===== config.mk =====
export PLATFORM = sky130hd
export DESIGN_NAME = result_bram_arbiter
export DESIGN_NICKNAME = d
export VERILOG_FILES = /design/src/rtl/dice_results_pkg.sv /design/src/rtl/rr_arbiter.sv /design/src/rtl/result_bram_arbiter.sv
export SDC_FILE = /design/constraint.sdc
export NUM_CORES = 1
export LEC_CHECK = 0
export ABC_AREA = 1
export ABC_CLOCK_PERIOD_IN_PS = 5800
export CAP_MARGIN = 20
export CELL_PAD_IN_SITES_DETAIL_PLACEMENT = 1
export CELL_PAD_IN_SITES_GLOBAL_PLACEMENT = 2
export CORE_UTILIZATION = 26
export DETAILED_ROUTE_END_ITERATION = 8
export PLACE_DENSITY = 0.91
export SYNTH_ARGS = -nofsm -noshare
export SYNTH_HDL_FRONTEND = slang
export SYNTH_SLANG_ARGS = --single-unit

===== constraint.sdc =====
create_clock -name clock -period 5.8 [get_ports clock]
set_input_delay 0.87 -clock clock [delete_from_list [all_inputs] [get_ports clock]]
set_output_delay 0.87 -clock clock [all_outputs]
set_load 0.1 [all_outputs]

===== src/rtl/dice_results_pkg.sv =====
// Shared constants, state encoding and helpers for the result BRAM arbiter.
package dice_results_pkg;

    localparam int WORD_W           = 32;
    localparam int BYTE_W           = 8;
    localparam int BYTES_PER_WORD   = WORD_W / BYTE_W;
    localparam int ADDR_W           = 32;
    localparam int MAX_BURST        = 3;
    localparam int BURST_W          = MAX_BURST * WORD_W;
    localparam int LEN_W            = 2;
    localparam int HOLD_CYC_DEFAULT = 3;

    typedef enum logic [2:0] {
        IDLE,
        ARB,
        WRITE,
        HOLD,
        ACK,
        DONE
    } state_e;

    // Index width that stays legal for a count of one or zero.
    function automatic int idx_width(input int n);
        return (n > 1) ? $clog2(n) : 1;
    endfunction

    // Word k of a latched burst; k never exceeds MAX_BURST-1 during a write.
    function automatic logic [WORD_W-1:0] word_of(input logic [BURST_W-1:0] d,
                                                  input logic [LEN_W-1:0]   k);
        case (k)
            2'd0:    return d[0*WORD_W +: WORD_W];
            2'd1:    return d[1*WORD_W +: WORD_W];
            default: return d[2*WORD_W +: WORD_W];
        endcase
    endfunction

endpackage


===== src/rtl/rr_arbiter.sv =====
// Round-robin arbiter: searches from the index after the last granted
// requester; the pointer only advances when the grant is taken (en).
module rr_arbiter
    import dice_results_pkg::*;
#(
    parameter int N_REQ = 3,
    parameter int IDX_W = idx_width(N_REQ)
) (
    input  logic             clock,
    input  logic             reset_n,
    input  logic [N_REQ-1:0] req,
    input  logic             en,
    output logic [N_REQ-1:0] grant,
    output logic [IDX_W-1:0] grant_idx,
    output logic             grant_valid
);

    logic [IDX_W-1:0] ptr_q, ptr_d;

    // Pick the pending requester with the smallest rotational distance from ptr_q.
    always_comb begin
        // NOTE: every combinational output gets a default first, so no path
        // through the block can leave it unassigned and infer a latch.
        grant       = '0;
        grant_idx   = '0;
        grant_valid = 1'b0;
        for (int d = 0; d < N_REQ; d++) begin
            for (int j = 0; j < N_REQ; j++) begin
                if (!grant_valid && req[j] &&
                    ((j >= int'(ptr_q)) ? (j - int'(ptr_q)) : (j + N_REQ - int'(ptr_q))) == d) begin
                    grant_valid = 1'b1;
                    grant_idx   = IDX_W'(j);
                    grant[j]    = 1'b1;
                end
            end
        end
    end

    // Next search start is the requester after the one just granted.
    always_comb begin
        ptr_d = ptr_q;
        if (en && grant_valid) begin
            ptr_d = (grant_idx == IDX_W'(N_REQ - 1)) ? '0 : grant_idx + IDX_W'(1);
        end
    end

    // Pointer register; requester 0 is searched first after reset.
    always_ff @(posedge clock or negedge reset_n) begin
        // NOTE: sequential state uses non-blocking assignments so every flop
        // samples the pre-edge values, independent of statement order.
        if (!reset_n) begin
            ptr_q <= '0;
        end else begin
            ptr_q <= ptr_d;
        end
    end

endmodule


===== src/rtl/result_bram_arbiter.sv =====
// Arbitrates result bursts from N_REQ requesters onto one BRAM write port.
// Each requester owns a REGION_WORDS-word region with its own wrapping write
// pointer. BRAM port signals and acks are registered, so they appear one cycle
// after the FSM state that produced them.
module result_bram_arbiter
    import dice_results_pkg::*;
#(
    parameter int N_REQ        = 3,
    parameter int HOLD_CYC     = HOLD_CYC_DEFAULT,
    parameter int REGION_WORDS = 1024
) (
    input  logic                      clock,
    input  logic                      reset_n,
    input  logic [N_REQ-1:0]          req_valid,
    input  logic [LEN_W*N_REQ-1:0]    req_len,
    input  logic [BURST_W*N_REQ-1:0]  req_data,
    output logic [N_REQ-1:0]          req_ack,
    input  logic                      finish,
    input  logic                      done_clr,
    output logic [ADDR_W-1:0]         addr,
    output logic [WORD_W-1:0]         din,
    output logic [BYTES_PER_WORD-1:0] we,
    output logic                      ea,
    output logic [N_REQ-1:0]          overflow,
    output logic                      save_done
);

    localparam int IDX_W = idx_width(N_REQ);
    localparam int RW_W  = idx_width(REGION_WORDS);
    localparam int HC_W  = idx_width(HOLD_CYC);

    localparam logic [RW_W-1:0] WPTR_LAST = RW_W'(REGION_WORDS - 1);
    localparam logic [HC_W-1:0] HOLD_LAST = HC_W'((HOLD_CYC > 0) ? HOLD_CYC - 1 : 0);

    state_e                      state_q, state_d;
    logic [IDX_W-1:0]            g_q, g_d;
    logic [LEN_W-1:0]            len_q, len_d;
    logic [BURST_W-1:0]          data_q, data_d;
    logic [LEN_W-1:0]            word_q, word_d;
    logic [HC_W-1:0]             hold_q, hold_d;
    logic [RW_W-1:0]             wptr_q [N_REQ];
    logic [RW_W-1:0]             wptr_d [N_REQ];
    logic [N_REQ-1:0]            overflow_q, overflow_d;
    logic [ADDR_W-1:0]           addr_q, addr_d;
    logic [WORD_W-1:0]           din_q, din_d;
    logic [BYTES_PER_WORD-1:0]   we_q, we_d;
    logic                        ea_q, ea_d;
    logic [N_REQ-1:0]            ack_q, ack_d;

    logic [N_REQ-1:0]            req_pend;
    logic [N_REQ-1:0]            arb_grant;
    logic [IDX_W-1:0]            arb_idx;
    logic                        arb_valid;
    logic                        arb_en;
    logic [LEN_W-1:0]            sel_len;
    logic [BURST_W-1:0]          sel_data;

    // A requester still sees its ack this cycle and may hold req_valid one
    // more cycle, so it is masked to avoid re-granting a finished burst.
    assign req_pend = req_valid & ~ack_q;

    rr_arbiter #(
        .N_REQ (N_REQ),
        .IDX_W (IDX_W)
    ) u_rr_arbiter (
        .clock       (clock),
        .reset_n     (reset_n),
        .req         (req_pend),
        .en          (arb_en),
        .grant       (arb_grant),
        .grant_idx   (arb_idx),
        .grant_valid (arb_valid)
    );

    // Route the granted requester's length and data slice for latching.
    always_comb begin
        sel_len  = '0;
        sel_data = '0;
        for (int j = 0; j < N_REQ; j++) begin
            if (arb_grant[j]) begin
                sel_len  = req_len[LEN_W*j +: LEN_W];
                sel_data = req_data[BURST_W*j +: BURST_W];
            end
        end
    end

    // Burst sequencing FSM: next state, latched burst context and port drive.
    always_comb begin
        state_d    = state_q;
        g_d        = g_q;
        len_d      = len_q;
        data_d     = data_q;
        word_d     = word_q;
        hold_d     = hold_q;
        wptr_d     = wptr_q;
        overflow_d = overflow_q;
        addr_d     = '0;
        din_d      = '0;
        we_d       = '0;
        ea_d       = 1'b0;
        ack_d      = '0;
        arb_en     = 1'b0;

        case (state_q)
            IDLE: begin
                if (finish && !(|req_pend)) begin
                    state_d = DONE;
                end else if (|req_pend) begin
                    state_d = ARB;
                end
            end

            ARB: begin
                if (arb_valid) begin
                    arb_en  = 1'b1;
                    g_d     = arb_idx;
                    len_d   = sel_len;
                    data_d  = sel_data;
                    word_d  = '0;
                    state_d = (sel_len == '0) ? ACK : WRITE;
                end else begin
                    state_d = IDLE;
                end
            end

            WRITE: begin
                ea_d   = 1'b1;
                we_d   = '1;
                din_d  = word_of(data_q, word_q);
                addr_d = ADDR_W'((32'(g_q) * 32'(REGION_WORDS) + 32'(wptr_q[g_q]))
                                 * 32'(BYTES_PER_WORD));
                if (wptr_q[g_q] == WPTR_LAST) begin
                    wptr_d[g_q]     = '0;
                    overflow_d[g_q] = 1'b1;
                end else begin
                    wptr_d[g_q] = wptr_q[g_q] + RW_W'(1);
                end
                word_d = word_q + LEN_W'(1);
                hold_d = '0;
                if (HOLD_CYC == 0) begin
                    state_d = (word_d == len_q) ? ACK : WRITE;
                end else begin
                    state_d = HOLD;
                end
            end

            HOLD: begin
                if (hold_q == HOLD_LAST) begin
                    state_d = (word_q == len_q) ? ACK : WRITE;
                end else begin
                    hold_d = hold_q + HC_W'(1);
                end
            end

            ACK: begin
                ack_d[g_q] = 1'b1;
                state_d    = IDLE;
            end

            DONE: begin
                if (done_clr) begin
                    state_d    = IDLE;
                    overflow_d = '0;
                    for (int i = 0; i < N_REQ; i++) begin
                        wptr_d[i] = '0;
                    end
                end
            end

            default: state_d = IDLE;
        endcase
    end

    // State, burst context, write pointers and registered port outputs.
    always_ff @(posedge clock or negedge reset_n) begin
        if (!reset_n) begin
            state_q    <= IDLE;
            g_q        <= '0;
            len_q      <= '0;
            data_q     <= '0;
            word_q     <= '0;
            hold_q     <= '0;
            overflow_q <= '0;
            addr_q     <= '0;
            din_q      <= '0;
            we_q       <= '0;
            ea_q       <= 1'b0;
            ack_q      <= '0;
            // NOTE: wptr is a handful of flops, not a RAM, so it is reset
            // like any other register; a real memory array would not be.
            for (int i = 0; i < N_REQ; i++) begin
                wptr_q[i] <= '0;
            end
        end else begin
            state_q    <= state_d;
            g_q        <= g_d;
            len_q      <= len_d;
            data_q     <= data_d;
            word_q     <= word_d;
            hold_q     <= hold_d;
            overflow_q <= overflow_d;
            addr_q     <= addr_d;
            din_q      <= din_d;
            we_q       <= we_d;
            ea_q       <= ea_d;
            ack_q      <= ack_d;
            wptr_q     <= wptr_d;
        end
    end

    assign addr      = addr_q;
    assign din       = din_q;
    assign we        = we_q;
    assign ea        = ea_q;
    assign req_ack   = ack_q;
    assign overflow  = overflow_q;
    assign save_done = (state_q == DONE);

endmodule


==> reports/results.txt <==
Outcome - complete, no violations
Post-CTS Resized - 0
FFs w/ async S/R, synth - 100.0%
H-tree depth - 4
Commonest non-fill, non-tap cells in the layout - nand2_1 (447), clkdlybuf4s50_1 (355), dfrtp_1 (190), inv_1 (117), o21ai_0 (100)
F_max - 283.1 MHz
Die height - 200.0 um
Part of the power in the clock network - 15.8%
Leak - 6.644 nW
Overflow after GRT - 0
Clock root cell - clkbuf_16
Worst path top cell family by delay - buffers and inverters
Clock Sinks - 190
Net Switching - 4.089 mW
Crit path required time - 4.93 ns
Hold WC Path Type - input port to asynchronous set/reset pin
CTS buffer count - 17
Slew margin rel. - 27.80%
Global-route wire length before repair - 60.84 mm
Number of max-cap violations - 0
Layout Nets - 1970
Number of buffers added on ports - 356
Slew Limit Fails - 0
Main combinational cell family by area after synthesis - simple AND/OR/NAND/NOR gates
Synth cell types - 44
Worst-path cell chain - inv_1 -> nor2_4 -> clkdlybuf4s50_1
Pwr Density - 538.6 nW/um^2
Max IR drop VDD - 0.3188 mV
Routed vias/inst - 4.725
Vias in the first global route - 10980
Total GRT Usage - 20.23%
Top_reg_cell synth - dfrtp_1
XOR/XNOR share of the synthesized area - 0.5157%
Die Wd - 200.0 um
Most common cell after layout, fill and taps aside - nand2_1
Logic pwr share - 58.2%
Setup TNS - 0 ns
Hold buffers post-CTS - 0
Internal power - 3.848 mW
Sequential area share after synthesis - 46.66%
Final Cell Area - 14740 um^2
Adder-Cell Fraction of Synth Area - 0.7367%
Post-synth EDFFs - 0
Synth Warn # - 0
Post-route ant nets - 0
Fin. Hold Viols - 0
CORE AREA - 38650 um^2
Clock Latency Late Sink - 0.45 ns
Crit-path max FO - 7
Post-Synth Simple-Gate Area - 26.36%
DP HPWL - 29.37 mm
WL final - 40.45 mm
Clock period minus worst slack - 3.533 ns
Final Util - 38.14%
Switching part of the total power - 51.52%
Area delta synth->final - 44.65%
Tcrit/Tclk final - 60.91%
Mapped Cells - 1353
#FFs+latches synth - 190
Worst EP arrival - 2.66 ns
Clk_skew - 0.01865 ns
# DRC - 0
Worst setup SP type - register
Maximum root-to-sink buffer count - 2
CP max-delay cell - clkdlybuf4s50_1
Initial core utilization - 26.37%
Critical path type - register to output pin
Worst Max-Slew Pin Slew - 1.080 ns
Post CTS Setup Buffer Count - 0
DR WL/cell - 18.39 um
TritonCTS clock tree - done
Final setup viols - 0
Clock-pin slew on the worst setup and hold paths - 0.08 ns
Total die area - 39990 um^2
Flop pwr share - 26.0%
I/O pins - 377
CP max stage delay - 1.22 ns
Rows - 72
Drt pass-1 iters - 5
Cell area after synthesis - 10190 um^2
Vias - 10390
Layout cells sized above 1 - 5.191%
Post-synthesis mux area share - 0%
1st-iter DRT viols - 494
RSZ-0062 raised after global routing - false
Crit. End Element - output pin
Initial antenna violation count - 4
Avg Cell Area, Syn - 7.531 um^2
Post-DP Area - 14090 um^2
Worst Path Buf+Inv - 2
Compound-Gate Fraction of Synth Area - 16.04%
Largest net degree at the start of global routing - 115
Gpl congestion - 0.8801
[sequential cells by signal, indices dropped and copies added (netlist names)]
register and flops:
data_q 96, din 32, wptr_q 30, addr 12, overflow 3, req_ack 3, state_q 3, g_q 2
hold_q 2, len_q 2, u_rr_arbiter.ptr_q 2, word_q 2, we 1
[final cells by class]
cell class,count,area [um^2]
Timing Repair Buffer,365,3660
Clock inverter,14,173.9
Antenna cell,5,12.51
Clock buffer,18,439.2
Multi-Input combinational cell,959,4561
Inverter,130,490.5
Tap cell,518,648.1
Sequential cell,190,4755
Fill cell,4709,23910
[kinds of logic after synthesis]
family | after synthesis
fa+ha+maj | 6
compound gates | 283
flops | 190
xor+xnor | 6
other cells | 1
buf+inv | 223
simple gates | 644
[worst paths after layout]
check | start | to | slack, ns | cells after the start
setup / recovery | state_q[2]$_DFFE_PN0P_ | save_done | 2.27 | 3
max in group asynchronous | reset_n | data_q[81]$_DFFE_PN0P_ | 4.27 | 2
hold reg to reg | data_q[65]$_DFFE_PN0P_ | data_q[65]$_DFFE_PN0P_ | 0.48 | 1
hold / removal | reset_n | addr[3]$_DFF_PN0_ | 0.45 | 1
min in group clock | data_q[65]$_DFFE_PN0P_ | data_q[65]$_DFFE_PN0P_ | 0.48 | 1
setup reg to reg | u_rr_arbiter.ptr_q[0]$_DFFE_PN0P_ | data_q[20]$_DFFE_PN0P_ | 2.48 | 14
[power groups by stage]
stage | Combinational, mW | Sequential [mW] | Clock [mW]
after floorplan | 2.73 | 2.56 | 0
after global placement | 4.54 | 2.06 | 0
after detailed placement | 4.65 | 2.08 | 0
after CTS | 4.68 | 2.06 | 1.28
after global routing | 5.10 | 2.12 | 1.33
final | 4.62 | 2.06 | 1.26
[stage by stage]
stage / hold slack (ns) / setup slack, ns / instances / power [mW]
6_report: 0.4477 / 2.267 / 2199 / 7.938
5_1_grt: 0.4837 / 2.102 / 2198 / 8.543
4_1_cts: 0.4733 / 2.041 / 2193 / 8.029
3_5_place_dp: 0.4669 / 1.574 / 2161 / 6.735
3_3_place_gp: 0.4601 / 1.688 / 2161 / 6.600
2_1_floorplan: 0.4464 / 3.204 / 1372 / 5.284
[synth_stat cells, types with 19 or more instances]
| cell type | instances | area [um^2] |
|---|---|---|
| a21o_1 | 32 | 240.2 |
| a21oi_1 | 41 | 205.2 |
| a31oi_1 | 34 | 212.7 |
| buf_2 | 19 | 95.09 |
| buf_4 | 26 | 195.2 |
| clkbuf_1 | 45 | 168.9 |
| dfrtp_1 | 190 | 4755 |
| inv_1 | 119 | 446.7 |
| nand2_1 | 450 | 1689 |
| nand3_1 | 83 | 415.4 |
| nor2_1 | 77 | 289.0 |
| o21ai_0 | 100 | 500.5 |
| o21ai_1 | 25 | 125.1 |
| o22ai_1 | 35 | 219.0 |
[metal layers]
metal,track usage (%),wire (um),share of wire [%]
met5,0,0,0
met4,6.333,716,1.8
met3,4.956,2162,5.3
met2,35.74,20880,52
met1,24.03,16690,41
(Power assumes the default switching activity.)
